**src/rtl/seq_divider_if.sv**
```systemverilog
// Start/done handshake and result bus shared by seq_divider and its requester.
interface seq_divider_if #(
    parameter int unsigned WIDTH = 32
);
    logic             start;
    logic             signed_mode;
    logic [WIDTH-1:0] dividend;
    logic [WIDTH-1:0] divisor;
    logic             busy;
    logic             done;
    logic [WIDTH-1:0] quotient;
    logic [WIDTH-1:0] remainder;
    logic             div_by_zero;

    modport master (
        output start, signed_mode, dividend, divisor,
        input  busy, done, quotient, remainder, div_by_zero
    );

    modport slave (
        input  start, signed_mode, dividend, divisor,
        output busy, done, quotient, remainder, div_by_zero
    );
endinterface

```
**src/rtl/seq_divider.sv**
```systemverilog
// Restoring shift-subtract divider: one quotient bit per clock, signed or unsigned operands,
// start/done handshake with divide-by-zero reporting.
module seq_divider #(
    parameter int unsigned WIDTH = 32
) (
    input  logic          clk,
    input  logic          rst,
    seq_divider_if.slave  bus
);
    localparam int unsigned CntW = $clog2(WIDTH);

    typedef enum logic [1:0] {StIdle, StCalc, StFix, StDone} state_e;

    state_e           r_state;
    state_e           w_state_next;

    logic             r_q_neg;
    logic             r_r_neg;
    logic             r_dz;
    logic [WIDTH-1:0] r_dvd;
    logic [WIDTH-1:0] r_dvs;
    logic [WIDTH-1:0] r_part;
    logic [CntW-1:0]  r_cnt;
    logic [WIDTH-1:0] r_quot;
    logic [WIDTH-1:0] r_rem;
    logic             r_dz_out;

    logic             w_accept;
    logic             w_last;
    logic             w_zero;
    logic             w_dvd_neg;
    logic             w_dvs_neg;
    logic [WIDTH-1:0] w_dvd_mag;
    logic [WIDTH-1:0] w_dvs_mag;
    logic [WIDTH:0]   w_shift;
    logic [WIDTH:0]   w_trial;
    logic [WIDTH-1:0] w_q_fix;
    logic [WIDTH-1:0] w_r_fix;
    logic             w_busy;
    logic             w_done;

    always_comb begin
        w_accept  = bus.start && ((r_state == StIdle) || (r_state == StDone));
        w_zero    = (bus.divisor == '0);
        w_dvd_neg = bus.signed_mode & bus.dividend[WIDTH-1];
        w_dvs_neg = bus.signed_mode & bus.divisor[WIDTH-1];
        w_dvd_mag = w_dvd_neg ? -bus.dividend : bus.dividend;
        w_dvs_mag = w_dvs_neg ? -bus.divisor : bus.divisor;
        w_last    = (r_cnt == CntW'(WIDTH - 1));
        // Trial subtraction is one bit wider so its MSB is the borrow.
        w_shift   = {r_part, r_dvd[WIDTH-1]};
        w_trial   = w_shift - {1'b0, r_dvs};
        w_q_fix   = r_dz ? '1 : (r_q_neg ? -r_dvd : r_dvd);
        w_r_fix   = r_dz ? r_dvd : (r_r_neg ? -r_part : r_part);
    end

    always_ff @(posedge clk or posedge rst) begin
        if (rst) begin
            r_state <= StIdle;
        end else begin
            r_state <= w_state_next;
        end
    end

    always_comb begin
        w_state_next = r_state;
        unique case (r_state)
            StIdle: begin
                if (bus.start) w_state_next = w_zero ? StFix : StCalc;
            end
            StCalc: begin
                if (w_last) w_state_next = StFix;
            end
            StFix: begin
                w_state_next = StDone;
            end
            StDone: begin
                if (bus.start) w_state_next = w_zero ? StFix : StCalc;
                else           w_state_next = StIdle;
            end
            default: w_state_next = StIdle;
        endcase
    end

    always_comb begin
        w_busy = (r_state == StCalc) || (r_state == StFix);
        w_done = (r_state == StDone);
    end

    assign bus.busy        = w_busy;
    assign bus.done        = w_done;
    assign bus.quotient    = r_quot;
    assign bus.remainder   = r_rem;
    assign bus.div_by_zero = r_dz_out;

    always_ff @(posedge clk or posedge rst) begin
        if (rst) begin
            r_q_neg  <= 1'b0;
            r_r_neg  <= 1'b0;
            r_dz     <= 1'b0;
            r_dvd    <= '0;
            r_dvs    <= '0;
            r_part   <= '0;
            r_cnt    <= '0;
            r_quot   <= '0;
            r_rem    <= '0;
            r_dz_out <= 1'b0;
        end else begin
            if (w_accept) begin
                r_q_neg <= w_dvd_neg ^ w_dvs_neg;
                r_r_neg <= w_dvd_neg;
                r_dz    <= w_zero;
                // A zero divisor skips CALC, so keep the raw dividend for the remainder.
                r_dvd   <= w_zero ? bus.dividend : w_dvd_mag;
                r_dvs   <= w_dvs_mag;
                r_part  <= '0;
                r_cnt   <= '0;
            end else if (r_state == StCalc) begin
                r_part <= w_trial[WIDTH] ? w_shift[WIDTH-1:0] : w_trial[WIDTH-1:0];
                r_dvd  <= {r_dvd[WIDTH-2:0], ~w_trial[WIDTH]};
                r_cnt  <= r_cnt + CntW'(1);
            end
            if (r_state == StFix) begin
                r_quot   <= w_q_fix;
                r_rem    <= w_r_fix;
                r_dz_out <= r_dz;
            end
        end
    end
endmodule

```
**src/flat_wrapper.sv**
```systemverilog
// flat-port wrapper written by rule: the top's interface ports become plain ports
module seq_divider_flat 
#(
    parameter int unsigned WIDTH = 32
)
  (clk, rst, bus_start, bus_signed_mode, bus_dividend, bus_divisor, bus_busy, bus_done, bus_quotient, bus_remainder, bus_div_by_zero);
  seq_divider_if #(.WIDTH(WIDTH)) bus_i ();
  input  logic clk;
  input  logic rst;
  input wire logic [$bits(bus_i.start)-1:0] bus_start;
  input wire logic [$bits(bus_i.signed_mode)-1:0] bus_signed_mode;
  input wire logic [$bits(bus_i.dividend)-1:0] bus_dividend;
  input wire logic [$bits(bus_i.divisor)-1:0] bus_divisor;
  output wire logic [$bits(bus_i.busy)-1:0] bus_busy;
  output wire logic [$bits(bus_i.done)-1:0] bus_done;
  output wire logic [$bits(bus_i.quotient)-1:0] bus_quotient;
  output wire logic [$bits(bus_i.remainder)-1:0] bus_remainder;
  output wire logic [$bits(bus_i.div_by_zero)-1:0] bus_div_by_zero;
  assign bus_i.start = bus_start;
  assign bus_i.signed_mode = bus_signed_mode;
  assign bus_i.dividend = bus_dividend;
  assign bus_i.divisor = bus_divisor;
  assign bus_busy = bus_i.busy;
  assign bus_done = bus_i.done;
  assign bus_quotient = bus_i.quotient;
  assign bus_remainder = bus_i.remainder;
  assign bus_div_by_zero = bus_i.div_by_zero;
  seq_divider #(.WIDTH(WIDTH)) u_core (.clk(clk), .rst(rst), .bus(bus_i));
endmodule
```
**config.mk**
```make
export PLATFORM = sky130hd
export DESIGN_NAME = seq_divider_flat
export DESIGN_NICKNAME = d
export VERILOG_FILES = /design/src/rtl/seq_divider_if.sv /design/src/rtl/seq_divider.sv /design/src/flat_wrapper.sv
export SDC_FILE = /design/constraint.sdc
export NUM_CORES = 1
export LEC_CHECK = 0
export ABC_AREA = 1
export BUFFER_PORTS_ARGS = -buffer_cell sky130_fd_sc_hd__buf_2
export CAP_MARGIN = 20
export CORE_MARGIN = 1
export CORE_UTILIZATION = 55
export CTS_BUF_LIST = sky130_fd_sc_hd__clkbuf_16
export DETAILED_ROUTE_END_ITERATION = 8
export GPL_TIMING_DRIVEN = 0
export PLACE_DENSITY_LB_ADDON = 0.25
export SKIP_CTS_REPAIR_TIMING = 1
export SLEW_MARGIN = 10
export SYNTH_ARGS = -nofsm -noshare
export SYNTH_HDL_FRONTEND = slang
export SYNTH_SLANG_ARGS = --single-unit
```
**constraint.sdc**
```tcl
create_clock -name clk -period 7.13 [get_ports clk]
set_clock_uncertainty 0.2 [all_clocks]
set_input_delay 0.3565 -clock clk [delete_from_list [all_inputs] [get_ports clk]]
set_output_delay 0.3565 -clock clk [all_outputs]
set_load 0.01 [all_outputs]
```
## Word-level counts from Yosys, hierarchy flattened

Index checks and enable logic that the tools add are counted.

| word-level totals | value |
|---|---|
| register bits after elaboration | 171 |

| cells by class | value |
|---|---|
| add/subtract/negate cells | 6 |
| reductions and logical operators | 7 |
| muxes and demuxes | 19 |
| bitwise operators | 4 |
| eq/ne operators | 6 |

Operator list:

| operator | number |
|---|---|
| $mux 32 | 12 |
| $neg 32->32 | 4 |
| $sub 33x32->33 | 1 |
| $logic_not 32->1 | 1 |
| $mux 5 | 2 |
| $mux 2 | 4 |
| $pmux 2 s4 | 1 |
| $add 5x1->5 const B | 1 |
| $eq 5x5->1 const B | 1 |
| $eq 2x2->1 const B | 2 |
| $and 1x1->1 | 2 |
| $eq 2x1->1 const B | 1 |
| $logic_not 2->1 | 1 |
| $logic_or 1x1->1 | 2 |
| $ne 2x1->1 const B | 1 |
| $ne 2x2->1 const B | 1 |
| $reduce_and 2->1 | 1 |
| $reduce_bool 2->1 | 1 |
| $logic_and 1x1->1 | 1 |
| $not 1->1 | 1 |
| $xor 1x1->1 | 1 |

## Logic depth before layout (Yosys ltp)

Gate-level depths: netlist of run 1.

| depth | value |
|---|---|
| depth after elaboration | 4 |
| depth in mapped cells | 18 |
| depth with buffers taken out | 17 |

## Least setup slack after synthesis of run 1

OpenSTA, ideal clock, no wires.

| timing path | value |
|---|---|
| path kind | register to register |
| from | register u_core.r_dvd[31] |
| to | register u_core.r_part[16] |
| slack | 4.740 ns |
| period minus slack after synthesis | 2.390 ns |
| library setup time | 0.116 ns |
| stages on the path, launching flop included | 19 |
| arrival time | 2.075 ns |
| required time | 6.814 ns |
| path through | dfrtp_1 inv_1 ha_1 fa_1 inv_1 nand2_1 nand2_1 nand3_1 nand2_2 nand2_2 nand2_4 nand2_4 nand2_4 nand2_8 nand2_8 buf_12 nand2_2 nand3_2 nand2_2 |

| between the ends | value |
|---|---|
| longest elaborated chain between the ends | 4 |

RTL lines:

| element | RTL line | text |
|---|---|---|
| start: declaration | seq_divider.sv:20 | `logic [WIDTH-1:0] r_dvd;` |
| start signal: assignment | seq_divider.sv:114 | `r_dvd <= w_zero ? bus.dividend : w_dvd_mag;` |
| start signal: assignment | seq_divider.sv:120 | `r_dvd <= {r_dvd[WIDTH-2:0], ~w_trial[WIDTH]};` |
| $sub 33x32->33 | seq_divider.sv:52 | `w_trial = w_shift - {1'b0, r_dvs};` |
| $mux 32 | seq_divider.sv:119 | `r_part <= w_trial[WIDTH] ? w_shift[WIDTH-1:0] : w_trial[WIDTH-1:0];` |
| $mux 32 | seq_divider.sv:118 | `end else if (r_state == StCalc) begin` |
| $mux 32 | seq_divider.sv:109 | `if (w_accept) begin` |
| end signal: assignment | seq_divider.sv:119 |  |
| end: declaration | seq_divider.sv:22 | `logic [WIDTH-1:0] r_part;` |

No other way between the ends. The select of a mux whose other input is x is not followed.
A chain may end at the register's enable or synchronous reset.

## Final worst setup path of run 1

| timing path | value |
|---|---|
| from | register u_core.r_state[0] |
| to | register u_core.r_dvd[9] |

| between the ends | value |
|---|---|
| longest elaborated chain between the ends | 4 |

RTL lines:

| element | RTL line | text |
|---|---|---|
| start: declaration | seq_divider.sv:14 | `state_e r_state;` |
| start signal: assignment | seq_divider.sv:59 | `r_state <= StIdle;` |
| start signal: assignment | seq_divider.sv:61 | `r_state <= w_state_next;` |
| $eq 2x2->1 / $logic_not 2->1 (equally long branches) | seq_divider.sv:43 | `w_accept = bus.start && ((r_state == StIdle) \|\| (r_state == StDone));` |
| $logic_or 1x1->1 | seq_divider.sv:43 |  |
| $logic_and 1x1->1 | seq_divider.sv:43 |  |
| $mux 32 / $reduce_bool 2->1 (equally long branches) | - |  |

Several ways; a longest one is shown, not always the timed one.

==> run summary, run 1 <==
The flow ran to the end, but the final reports show violations. The final reports fail on design-rule violations. The cell depth of the worst min-delay path came out at 3. The height of the die came out at about 160 um.

The largest net degree at the start of global routing is between 100 and 150. The width of the die came out at about 160 um. The startpoint identified for the worst hold timing path is bus_divisor[28].

In this run, synthesis inferred 0 flip-flops with an integrated enable. Of all nets on the critical path, the largest fanout is 10. The post-synthesis async set-or-reset flop share is between 90% and 100%.

The netlist area before placement came out at roughly 14,000 um2. The tool flagged a number of max-cap violations equal to 0. The mux contribution to synthesized area is 0%. The wire length after detailed routing came out at between 40,000 and 50,000 um. The per-cell via count in the routed design came out at approximately 5.7.

The critical path launch point type is a flop. The area fraction in compound gates after synthesis came out at between 10 and 15%. The worst voltage drop across the vdd grid is 0.226 mV. The path with the worst hold slack has its endpoint at u_core.r_dvs[28].

For this run, the top clock speed supported by timing is a little over 300 MHz. The fraction of layout cells with a size suffix above 1 came out at between 10% and 20%. In this run, synthesis produced a sequential element count of 171. Measured in cells, the most critical reg-to-reg path has a length of 9. Setup violations remaining at the end of the flow were counted as 0.

The clock net in this run drives a total of between 150 and 200 sinks. The startpoint of the worst-slack reg-to-reg timing path is u_core.r_state[0]. The simple logic cell fraction of the synthesized area came out at between 40% and 50%. The area of the placeable core came out at 25,000 um2. The final worst-path setup slack came out at between 3 and 4 ns. The cell total after placement is approximately 2,600.

The final non-filler cell area is ~16,000 um2. The worst hold-check path type is in2reg. The transition at the pin with the smallest max-transition slack is just under 0.9 ns.

In the routed design, unresolved DRC markers number 1. The post-synthesis xor/xnor area fraction came out at between 2 and 3%. The clock slew at the register clock pins of the worst setup and hold paths is around 0.070 ns. In this run the static leakage power is about 8.3 nW. Yosys printed 0 warnings. The layout overhead on the synthesized area is 12.2%. After synthesis, the largest family of logic cells by area is simple AND/OR/NAND/NOR gates. The final global-route overflow total came out at 0. At the end of routability-driven placement, the weighted congestion stood at just under 1. The worst register-to-register path ends at u_core.r_dvd[9]. The setup slack on the worst flop-to-flop path is a little under 4 ns. At the placement stage, the worst setup path has a slack of just over 4 ns. The number of buffers added on ports is around 130. The worst-skew pair later-pin latency is roughly 0.44 ns. After detailed placement, the total cell area comes to between 15,000 and 20,000 um2. The net count of the finished layout is about 2,400. The sequential element share of the synthesized area is roughly 31%. The count of distinct cell types in the synthesized netlist came out at 50.

The initial standard-cell utilization of the core is between 50 and 60%. The CTS tree is done. In the final routed layout, each cell accounts on average for roughly 18 um. The DRC violation total after the first TritonRoute iteration came out at around 1,600. The share of synthesized cell area in full adder, half adder and majority cells is ~4%. The area of the die came out at ~26,000 um2. Setup repair after global routing left no endpoint under its margin. The most used flip-flop cell after synthesis is sky130_fd_sc_hd__dfrtp_1. The max-slew violation total from the final report was 0. The critical path endpoint category is a flop.

Detailed routing inserted a total of around 15,000 vias. The average cell area after synthesis is approximately 6.4 um2. The placement row count came out at 58. The post-route clock period utilization came out at between 40% and 50%.

The number of clock buffers inserted by TritonCTS came out at 17. The initial antenna violation count came out at 0. The time the worst path needs with I/O delays and setup came out at about 3.2 ns.

The power density relative to cell area is 465 nW/um2. The post-synthesis instance total is between 2,000 and 2,500. The root buffer cell chosen for the clock tree is sky130_fd_sc_hd__clkbuf_16.

The via count of the first global-routing pass is ~14,000. The overall fraction of global-route tracks in use came out at a little under two fifths. The critical path class is reg2reg. The first-pass GRT wire length came out at 75,500 um. At the worst endpoint, the arrival time is roughly 3.4 ns. The depth of the CTS H-tree came out at 4. The detailed-placement wirelength estimate is a little under 40,000 um. The post-route non-filler standard cell count is 2,680.

The longest clock path from root to sink contains 2 buffers. The remaining antenna violation count is 0. The number of iterations in the first detailed-routing pass came out at 9. The I/O pin count is around 140. The final-report hold violation count came out at 0. The final setup TNS came out at 0 ns. 0 antenna diodes ended up in the layout. When the netlist entered floorplanning its net count stood at 2,294. The data required time at the worst endpoint is about 7.3 ns. In this run the tightest slew margin relative to its limit is between 40% and 50%.
state kept, by name, summed over array words and instances (netlist names):
| register | flops |
|---|---|
| u_core.r_dz | 1 |
| u_core.r_q_neg | 1 |
| u_core.bus.quotient | 32 |
| u_core.r_part | 32 |
| u_core.r_cnt | 5 |
| u_core.bus.remainder | 32 |
| u_core.r_r_neg | 1 |
| u_core.r_dvd | 32 |
| u_core.bus.div_by_zero | 1 |
| u_core.r_dvs | 32 |
| u_core.r_state | 2 |
cells in the final DEF, fill, tap and decap left out, types with 27 or more instances in the layout:
cell                       netlist  layout
sky130_fd_sc_hd__dfrtp_1       171     171
sky130_fd_sc_hd__inv_1         331     330
sky130_fd_sc_hd__nor3_1         27      27
sky130_fd_sc_hd__nand3_1       248     248
sky130_fd_sc_hd__o21ai_0       109     109
sky130_fd_sc_hd__nand2_1       634     634
sky130_fd_sc_hd__xor2_1         29      29
sky130_fd_sc_hd__a21oi_1        54      54
sky130_fd_sc_hd__nand2_2        42      42
sky130_fd_sc_hd__nand4_1        47      47
sky130_fd_sc_hd__ha_1           43      43
sky130_fd_sc_hd__nor2_1        192     192
sky130_fd_sc_hd__clkbuf_1       47      47
sky130_fd_sc_hd__buf_2           9     143
cells in the mapped netlist (3+ instances only):
cell type                  number  area share, %
sky130_fd_sc_hd__nand4_1       47            2.1
sky130_fd_sc_hd__nand3b_1       8           0.43
sky130_fd_sc_hd__o221ai_1      13           0.81
sky130_fd_sc_hd__ha_1          43            3.8
sky130_fd_sc_hd__o211ai_1      22            1.2
sky130_fd_sc_hd__nand2_1      634             17
sky130_fd_sc_hd__nand2_2       42            1.9
sky130_fd_sc_hd__and2_1         5           0.22
sky130_fd_sc_hd__inv_2         12           0.32
sky130_fd_sc_hd__clkbuf_1      47            1.3
sky130_fd_sc_hd__xor2_1        29            1.8
sky130_fd_sc_hd__nor2_1       192            5.2
sky130_fd_sc_hd__nor4_1         4           0.18
sky130_fd_sc_hd__o21ai_1        3           0.11
sky130_fd_sc_hd__a31oi_1       21           0.94
sky130_fd_sc_hd__nor3_1        27           0.97
sky130_fd_sc_hd__nand2_4        4           0.32
sky130_fd_sc_hd__clkinv_1       3          0.080
sky130_fd_sc_hd__o21bai_1       5           0.27
sky130_fd_sc_hd__nand3_2       21            1.5
sky130_fd_sc_hd__xnor2_1       15           0.94
sky130_fd_sc_hd__inv_1        331            8.9
sky130_fd_sc_hd__nor2_2         8           0.36
sky130_fd_sc_hd__a21oi_1       54            1.9
sky130_fd_sc_hd__dfrtp_1      171             31
sky130_fd_sc_hd__o22ai_1       13           0.58
sky130_fd_sc_hd__o21ai_0      109            3.9
sky130_fd_sc_hd__buf_4          3           0.16
sky130_fd_sc_hd__buf_1          3          0.080
sky130_fd_sc_hd__buf_6          6           0.48
sky130_fd_sc_hd__buf_2          9           0.32
sky130_fd_sc_hd__o21ai_2        4           0.25
sky130_fd_sc_hd__nand3_1      248            8.9
metal layers:
metal	share of wire, %	global-route usage [%]	vias to the layer above	routed length (um)
li1	-	-	7317	-
met1	44	53.2	7105	21100
met2	44	57.8	674	21100
met3	9.6	7.52	85	4630
met4	2.6	11.1	0	1250
met5	0	0	-	0
worst max-delay path by stage:
stage,from,end,slack (ns),depth (start not counted)
floorplan,rst,u_core.bus.div_by_zero,1.94,1
global placement,rst,u_core.r_dvs[6],0.11,2
detailed placement,u_core.r_state[0],u_core.r_dvd[9],4.13,9
CTS,u_core.r_state[0],u_core.r_dvd[9],4.09,9
global route,u_core.r_state[0],u_core.r_dvd[9],3.92,9
finish,u_core.r_state[0],u_core.r_dvd[9],3.90,9
critical path, cell delays in order (launching register included):
cell                       delay, ns
sky130_fd_sc_hd__dfrtp_1        0.39
sky130_fd_sc_hd__inv_1          0.11
sky130_fd_sc_hd__ha_1           0.32
sky130_fd_sc_hd__nor2_1         0.09
sky130_fd_sc_hd__nor2_1         0.68
sky130_fd_sc_hd__inv_1          0.33
sky130_fd_sc_hd__clkbuf_1       0.37
sky130_fd_sc_hd__o22ai_1        0.48
sky130_fd_sc_hd__inv_1          0.10
sky130_fd_sc_hd__nand2_1        0.08
stage by stage:
stage	hold slack (ns)	total power, mW	utilization, %
6_report	0.00801	7.31	62.7
5_1_grt	0.0300	7.86	62.7
4_1_cts	-0.205	7.20	62.7
3_5_place_dp	0.256	6.26	60.4
3_3_place_gp	0.250	6.15	60.2
2_1_floorplan	0.253	4.82	-
where the power goes:
part           total (mW)  internal, mW  switching [mW]  leakage [nW]
combinational        4.56          1.46            3.10          5.88
clock               0.928         0.466           0.462         0.278
sequential           1.82          1.38           0.441          2.14
total                7.31          3.31            4.00          8.29
area by class of cell:
cell class	count	area, um2
inverters	346	1310
well taps	330	413
clock inverters	15	158
fillers	2451	9330
clock buffers	17	425
multi-input cells	1595	8050
plain buffers	70	363
repair buffers	136	708
flip-flops and latches	171	4280
cells by family (layout without fill, tap and decap cells):
kind of cell	after synthesis	in the layout
buf+inv	416	584
fa+ha+maj	44	44
compound gates	256	256
simple gates	1251	1251
xor+xnor	44	44
flops	171	171
Note: power is estimated with default switching activity, not from simulation.
==> run 2, diff against run 1 <==
--- a/config.mk
+++ b/config.mk
@@ -5,7 +5,7 @@
 export SDC_FILE = /design/constraint.sdc
 export NUM_CORES = 1
 export LEC_CHECK = 0
-export ABC_AREA = 1
+export ABC_AREA = 0
 export BUFFER_PORTS_ARGS = -buffer_cell sky130_fd_sc_hd__buf_2
 export CAP_MARGIN = 20
 export CORE_MARGIN = 1
==> constraint.sdc (replaced) <==
create_clock -name clk -period 3.25 [get_ports clk]
set_clock_uncertainty 0.2 [all_clocks]
set_input_delay 0.1625 -clock clk [delete_from_list [all_inputs] [get_ports clk]]
set_output_delay 0.1625 -clock clk [all_outputs]
set_load 0.01 [all_outputs]
==> run 2 against run 1 <==
The run ends with negative hold slack, negative setup slack left. Sequential power up 140%. Cell area down 6.5%. Count of clock-buffer cells in the layout unchanged. Global-route usage down 4.9 points. Combinational power rose to 2.5 times the previous value. Routed wire length down 21%. Register-to-register slack worse by 4.0 ns. Area after synthesis down 15%. Non-clock buffer count up 95. Critical endpoint is now u_core.r_part[3]. Largest power group unchanged.
==> run summary, run 2 <==
The flow ran to the end, but the final reports show violations. The final reports fail on negative hold slack, negative setup slack. The worst stage delay on the critical path is 0.44 ns (-0.24 ns). The detailed-route DRC error count came out at 0 (-1). The data required time at the worst endpoint is 3.36 ns (-3.94 ns).

The number of buffers added on ports is 134 (unchanged). The post-route non-filler standard cell count came to 1,907 (-29%). The initial standard-cell utilization of the core came out at 56.5% (+0.60 points).

The portion of total power attributed to the clock network came out at 11.3% (-1.4 points). The number of setup violations in the final report came out at 24 (+24). The slowest stage of the critical path belongs to the cell sky130_fd_sc_hd__dfrtp_1. The average cell area after synthesis is 8.62 um2 (+34%). The sequential element share of the synthesized area came out at 35.8% (+5.2 points). The post-synthesis async set-or-reset flop share is 100% (unchanged). The worst setup path is of the reg2reg kind. The initial antenna violation count is 0 (unchanged). The width of the die is 149 um (-7.5%).

The power density relative to cell area was 1210 nW/um2 (+160%). The critical path endpoint category is a flop. The number of sinks handled by clock tree synthesis is 171 (unchanged).

Counting stages on the worst path, the most repeated cell is sky130_fd_sc_hd__buf_4. The wire length after detailed routing is 37,800 um (-21%). The clock slew at the register clock pins of the worst setup and hold paths came out at 0.08 ns (about the same). The sequential share of power came out at 24.5% (-0.5 points). By area the synthesized netlist is led by sky130_fd_sc_hd__dfrtp_1, sky130_fd_sc_hd__xor2_1, sky130_fd_sc_hd__o21ai_0, sky130_fd_sc_hd__a21oi_1, sky130_fd_sc_hd__xnor2_1. The max capacitance violation total is 0 (unchanged). In the layout the commonest cells are sky130_fd_sc_hd__dfrtp_1, sky130_fd_sc_hd__buf_2, sky130_fd_sc_hd__o21ai_0, sky130_fd_sc_hd__nand2_1, sky130_fd_sc_hd__a21oi_1.

The critical path launch point type is a flop. The overall power is 17.8 mW (+140%). The worst register-to-register path begins at u_core.r_dvd[31].

The per-cell via count in the routed design is 6.18 (+9.2%). The instance area at placement is 13,100 um2 (-14%). The worst register-to-register path ends at u_core.r_part[3]. The remaining max-slew budget at the tightest pin is 42.9% (+2.4 points). The top fanout value on the critical path came out at 10 (unchanged). The number of vias in the routed layout came to 11,800 (-22%). The post-synth net total was 1,498 (-35%). The arrival time at the worst endpoint came out at 3.47 ns (+0.06 ns).

The post-synthesis instance total is 1,386 (-36%). The count of distinct cell types in the synthesized netlist came out at 66 (+32%). Leaving out fill and tap cells, the most frequent cell in the layout is sky130_fd_sc_hd__dfrtp_1. The placement row count came out at 53 (-8.6%).

The remaining antenna violation count is 0 (unchanged). The net switching fraction of the power is 49.0% (-5.8 points). Setup repair after global routing could not meet its margin everywhere.

The largest net degree at the start of global routing is 38 (-62%). The height of the die is 149 um (-7.5%). The cell depth of the worst min-delay path is 3 (unchanged). The fraction of layout cells with a size suffix above 1 came out at 17.2% (+4.8 points). The detailed-placement wirelength estimate came out at 27,700 um (-29%). The maximum operating frequency is 297 MHz (-4.0%). The commonest cells after synthesis are sky130_fd_sc_hd__dfrtp_1, sky130_fd_sc_hd__o21ai_0, sky130_fd_sc_hd__nand2_1, sky130_fd_sc_hd__a21oi_1. The deepest clock path buffer count is 2 (unchanged). The first-pass GRT wire length is 56,400 um (-25%). TritonCTS built the clock tree. The number of iterations in the first detailed-routing pass came to 6 (-3). The final weighted congestion of routability-driven global placement came to 0.976 (+1.5%). The leakage power summed over all cells was 6.15 nW (-26%). The DRC violation total after the first TritonRoute iteration is 1,190 (-25%). The number of synthesized flops with an enable pin came to 0 (unchanged). The number of clock buffers inserted by TritonCTS came out at 17 (unchanged). The most used flip-flop cell after synthesis is sky130_fd_sc_hd__dfrtp_1. The internal cell power is 9.06 mW (+170%). The total of flip-flops plus latches after synthesis is 171 (unchanged). The via count of the first global-routing pass was 10,700 (-24%). The count of nets after finishing came out at 1,731 (-29%). The antenna diode instance count came out at 0 (unchanged). The hold slack is -0.0574 ns (-0.0654 ns). The overall fraction of global-route tracks in use came out at 32.7% (-4.9 points). The transition at the pin with the smallest max-transition slack came out at 0.857 ns (-0.0322 ns). Clock tree synthesis selected as its root buffer the cell sky130_fd_sc_hd__clkbuf_16. The share of power burned in combinational logic is 64.2% (+1.9 points). The worst-skew pair later-pin latency came out at 0.44 ns (about the same). The switching power summed over all nets is 8.69 mW (+120%). The synthesis warning total was 0 (unchanged). The final-report hold violation count came out at 7 (+7). The number of cell instances on the worst register-to-register path was 13 (+4). The final global-route overflow total is 0 (unchanged).

The post-route clock period utilization came out at 104% (+58 points). The cell total after placement came out at 1,800 (-32%). The detail-routed net length per standard cell is 19.8 um (+11%). The area of the placeable core is 21,200 um2 (-16%). The launch instance of the worst min-delay path is bus_dividend[21].

The final non-filler cell area came out at 14,700 um2 (-6.5%). The cell type with the highest aggregate area in the netlist is sky130_fd_sc_hd__dfrtp_1. The share of the core filled with cells was 69.4% (+6.7 points). The share of the synthesized area in the top cell type is 35.8% (+5.2 points).

The most common cell in the synthesized netlist is sky130_fd_sc_hd__dfrtp_1. The setup slack on the worst flop-to-flop path came to -0.12 ns (-4.01 ns). The path with the worst hold slack has its endpoint at u_core.r_dvd[21].

Traced cell by cell, the critical path runs through inv_2 > ha_4 > fa_2 > nand2b_4 > a21oi_4 > o21ai_2 > a21o_1 > a2111o_1 > o211ai_1 > buf_4 > buf_4 > mux2i_1 > a21oi_1. Compared with the post-synthesis result, the final layout area differs by 22.9%. The I/O pin count is 135 (unchanged).

The min-delay analysis places its worst path in the category in2reg. The max-slew violation total from the final report is 0 (unchanged). The worst voltage drop across the vdd grid is 0.623 mV (+180%). The final worst-path setup slack came to -0.118 ns (-4.01 ns). The area of the die was 22,300 um2 (-14%). The depth of the CTS H-tree came out at 4 (unchanged). The time the worst path needs with I/O delays and setup came to 3.37 ns (+0.134 ns).

The netlist area before placement came out at 12,000 um2 (-15%).
[run 2: cells by family after synthesis]
group,count (synthesis),synth area share [%]
AO/OA/AOI/OAI,449,23.8
AND/OR/NAND/NOR,374,15.6
buffers and inverters,150,4.80
adder cells (fa/ha/maj),44,4.67
XOR/XNOR,142,10.4
flip-flops,171,35.8
multiplexers,56,4.92
[run 2: critical path, delay by kind of cell, from the launching register on]
kind,cells,cell delay (ns)
compound gates,6,1.12
fa+ha+maj,2,0.53
buf+inv,3,0.52
flops,1,0.44
mux,1,0.25
simple gates,1,0.18
[run 2: through the flow]
step           setup slack, ns  setup TNS (ns)
3_3_place_gp            -0.800          -83.16
2_1_floorplan            0.121               0
6_report                -0.118           -1.47
4_1_cts                 -0.893          -22.42
5_1_grt                 -0.141           -2.20
3_5_place_dp            -0.845          -24.07
[run 2: worst max-delay path by stage]
stage	start	cells after the start	endpoint
after global placement	u_core.r_dvd[31]	12	u_core.r_part[23]
after CTS	u_core.r_dvd[31]	12	u_core.r_part[27]
after global routing	u_core.r_part[9]	12	u_core.r_part[17]
after floorplan	u_core.r_dvd[31]	12	u_core.r_part[2]
final	u_core.r_dvd[31]	13	u_core.r_part[3]
after detailed placement	u_core.r_dvd[31]	12	u_core.r_part[27]
[run 2: cell type report]
| type | count | area (um2) |
|---|---|---|
| Timing Repair Buffer | 221 | 1560 |
| Buffer | 80 | 348 |
| Sequential cell | 171 | 4290 |
| Tap cell | 275 | 344 |
| Clock inverter | 15 | 129 |
| Fill cell | 1710 | 6470 |
| Multi-Input combinational cell | 1065 | 7350 |
| Inverter | 63 | 240 |
| Clock buffer | 17 | 425 |
[run 2: layer usage]
layer / vias to the layer above / track usage (%) / part of all wire [%]
met5: - / 0 / 0
met4: 0 / 16.1 / 4.5
met3: 107 / 5.75 / 8.0
met2: 609 / 51.0 / 46
met1: 5635 / 43.6 / 41
li1: 5440 / - / -
[run 2: power groups by stage]
stage                     sequential, mW  combinational [mW]  clock [mW]
after floorplan                     4.11                7.43           0
after detailed placement            4.31                10.2           0
after CTS                           4.27                10.2        2.00
final                               4.35                11.4        2.01
after global routing                4.45                12.4        2.09
after global placement              4.27                9.91           0
==> run 3, diff against run 2 <==
--- a/config.mk
+++ b/config.mk
@@ -11,10 +11,10 @@
 export CORE_MARGIN = 1
 export CORE_UTILIZATION = 55
 export CTS_BUF_LIST = sky130_fd_sc_hd__clkbuf_16
+export CTS_CLUSTER_SIZE = 28
 export DETAILED_ROUTE_END_ITERATION = 8
 export GPL_TIMING_DRIVEN = 0
 export PLACE_DENSITY_LB_ADDON = 0.25
-export SKIP_CTS_REPAIR_TIMING = 1
 export SLEW_MARGIN = 10
 export SYNTH_ARGS = -nofsm -noshare
 export SYNTH_HDL_FRONTEND = slang
==> run 3 against run 2 <==
The run now ends clean. Power grew 2.4%. Setup slack gained 0.14 ns. Critical path depth is the same. Register-to-register slack gained 0.14 ns. Cell area grew 2.1%. Clock power is essentially flat. Sequential power is essentially flat. Count of clock-buffer cells in the layout is the same. Largest power group unchanged. Highest routed layer unchanged. Largest cell class unchanged. Final cell count grew 0.84%. Fmax grew 4.2%. Via count grew 0.99%. Core utilization grew 1.5 points.
==> run summary, run 3 (same netlist as run 2, synthesis figures left out) <==
The DRC violation total after the first TritonRoute iteration came out at 1,099 (-7.6%). The switching power summed over all nets is 8.82 mW (+1.4%). The remaining antenna violation count came out at 0 (unchanged). The number of clock buffers inserted by TritonCTS is 17 (unchanged).

The placement-stage worst setup slack is -0.845 ns (unchanged). The max capacitance violation total came out at 0 (unchanged). For this design, the slowest cell found on the critical path is sky130_fd_sc_hd__dfrtp_1. The instance area at placement came out at 13,100 um2 (unchanged). The remaining max-slew budget at the tightest pin was 46.7% (+3.8 points).

The time the worst path needs with I/O delays and setup came out at 3.23 ns (-0.136 ns). The detail-routed net length per standard cell came to 20.0 um (+0.87%). The max-slew violation total from the final report came out at 0 (unchanged). The I/O pin count came out at 135 (unchanged).

The leakage power summed over all cells was 6.26 nW (+1.8%). The hold slack came out at 0.0193 ns (+0.0767 ns). The antenna diode instance count came to 0 (unchanged). The worst stage delay on the critical path is 0.40 ns (-0.04 ns). The count of nets after finishing is 1,747 (+0.92%). The wire length after detailed routing came out at 38,500 um (+1.7%). The height of the die was 149 um (unchanged). The critical path starts at u_core.r_dvd[31]. The clock slew at the register clock pins of the worst setup and hold paths is 0.07 ns (about the same). The share of power burned in combinational logic is 64.9% (+0.7 points). The initial standard-cell utilization of the core came to 56.5% (unchanged). The worst hold-check path type is in2reg. The sequential share of power is 24.1% (-0.4 points). The depth of the CTS H-tree is 4 (unchanged). Leaving out fill and tap cells, the most frequent cells in the layout are sky130_fd_sc_hd__dfrtp_1, sky130_fd_sc_hd__buf_2, sky130_fd_sc_hd__nand2_1, sky130_fd_sc_hd__o21ai_0, sky130_fd_sc_hd__a21oi_1. The data required time at the worst endpoint is 3.35 ns (about the same). TritonCTS built the clock tree. The per-cell via count in the routed design came out at 6.19 (+0.15%). In this run the most critical hold path is launched from bus_divisor[6]. The final-report hold violation count is 0 (-7).

The flow ran to the end, and the final reports show no timing, DRC or antenna violations. The transition at the pin with the smallest max-transition slack is 0.798 ns (-0.0587 ns). The overall fraction of global-route tracks in use came out at 34.5% (+1.8 points). The critical path goes through inv_2 > ha_2 > fa_2 > nand2b_4 > a21oi_4 > o21ai_2 > a21o_1 > a2111o_1 > o211ai_1 > buf_6 > clkbuf_16 > mux2i_2 > a21oi_1. The initial antenna violation count came out at 0 (unchanged). The first-pass GRT wire length came out at 59,600 um (+5.7%). The number of iterations in the first detailed-routing pass came out at 6 (unchanged). The detailed-placement wirelength estimate is 27,700 um (unchanged). The area of the die came out at 22,300 um2 (unchanged). The deepest clock path buffer count is 2 (unchanged). The worst setup path is captured at a flop. The via count of the first global-routing pass was 11,500 (+7.4%). The final global-route overflow total came to 0 (unchanged).

The top fanout value on the critical path came out at 8 (-2). The number of vias in the routed layout came to 11,900 (+0.99%). The placement row count is 53 (unchanged).

The overall power is 18.2 mW (+2.4%). The layout overhead on the synthesized area is 25.5%. The worst setup path is launched from a flop.

The maximum operating frequency is 309 MHz (+4.2%). The final worst-path setup slack is 0.0181 ns (+0.136 ns). The final weighted congestion of routability-driven global placement came out at 0.976 (unchanged). The post-route clock period utilization is 99.4% (-4.2 points). The power density relative to cell area is 1210 nW/um2 (+0.29%).

The final setup TNS is 0 ns (+1.47 ns). The final non-filler cell area came to 15,000 um2 (+2.1%). The arrival time at the worst endpoint was 3.33 ns (-0.14 ns). In this run the critical register-to-register path is launched from u_core.r_dvd[31].

The worst-skew pair later-pin latency came out at 0.44 ns (about the same). The number of sinks handled by clock tree synthesis is 171 (unchanged). The share of the core filled with cells is 70.9% (+1.5 points).

The portion of total power attributed to the clock network is 11.0% (-0.3 points). The worst voltage drop across the vdd grid came out at 0.598 mV (-4.0%). The fraction of layout cells with a size suffix above 1 was 18.4% (+1.2 points). The post-route non-filler standard cell count came out at 1,923 (+0.84%). The setup path with the least slack is of type reg2reg. Clock tree synthesis selected as its root buffer the cell sky130_fd_sc_hd__clkbuf_16. The largest net degree at the start of global routing is 38 (unchanged). The net switching fraction of the power came to 48.5% (-0.49 points).

The library cell used most frequently in the layout, excluding fill and tap cells, is sky130_fd_sc_hd__dfrtp_1. The area of the placeable core is 21,200 um2 (unchanged). The internal cell power is 9.37 mW (+3.4%). The number of buffers added on ports is 134 (unchanged).

The width of the die is 149 um (unchanged). The detailed-route DRC error count came out at 0 (unchanged). The cell total after placement came to 1,800 (unchanged). The setup slack on the worst flop-to-flop path came out at 0.02 ns (+0.14 ns).

The number of setup violations in the final report came to 0 (-100%).
==> run 3: power by group through the flow <==
stage / combinational, mW / clock [mW] / sequential (mW)
after floorplan: 7.43 / 0 / 4.11
after global placement: 9.91 / 0 / 4.27
after CTS: 10.7 / 2.00 / 4.28
final: 11.8 / 2.00 / 4.38
after global routing: 12.8 / 2.09 / 4.48
after detailed placement: 10.2 / 0 / 4.31
==> run 3: repair_timing <==
item                                   in CTS  in global routing
gates resized for setup                    34                 73
setup endpoints to repair                  36                 69
pin swaps                                   3                 18
hold buffers                               76                  0
buffers inserted                           11                 11
cloned                                      0                  3
endpoints found under the hold margin      99                  0
==> run 3: layout make-up <==
| cell class | instances | area, um2 |
|---|---|---|
| buffer | 78 | 368 |
| clock buffer | 17 | 425 |
| clock inverter | 15 | 129 |
| fill | 1640 | 6160 |
| inverter | 63 | 240 |
| multi-input combinational | 1065 | 7450 |
| sequential | 171 | 4290 |
| tap | 275 | 344 |
| timing repair buffer | 239 | 1750 |
==> run 3: critical path: cells and delay by family (launching register included) <==
kind | cells | cell delay, ns
buffers and inverters | 3 | 0.49
adder cells (fa/ha/maj) | 2 | 0.54
AND/OR/NAND/NOR | 1 | 0.17
flip-flops | 1 | 0.40
AO/OA/AOI/OAI | 6 | 1.09
multiplexers | 1 | 0.21
==> run 3: path summary, 6_finish.rpt <==
check / to / depth (start not counted)
max: u_core.r_part[3] / 13
min: u_core.r_dvs[9] / 4
max reg2reg: u_core.r_part[3] / 13
min reg2reg: u_core.bus.remainder[24] / 1
max in group asynchronous: u_core.r_part[13] / 5
min in group asynchronous: u_core.bus.remainder[8] / 3
==> run 3: per-layer routing <==
layer	routed length (um)	GRT usage [%]	vias up	part of all wire, %
met4	1590	16.8	0	4.1
met5	0	0	-	0
met1	15500	44.6	5702	40
met3	3330	5.44	112	8.6
li1	-	-	5471	-
met2	18100	56.0	623	47
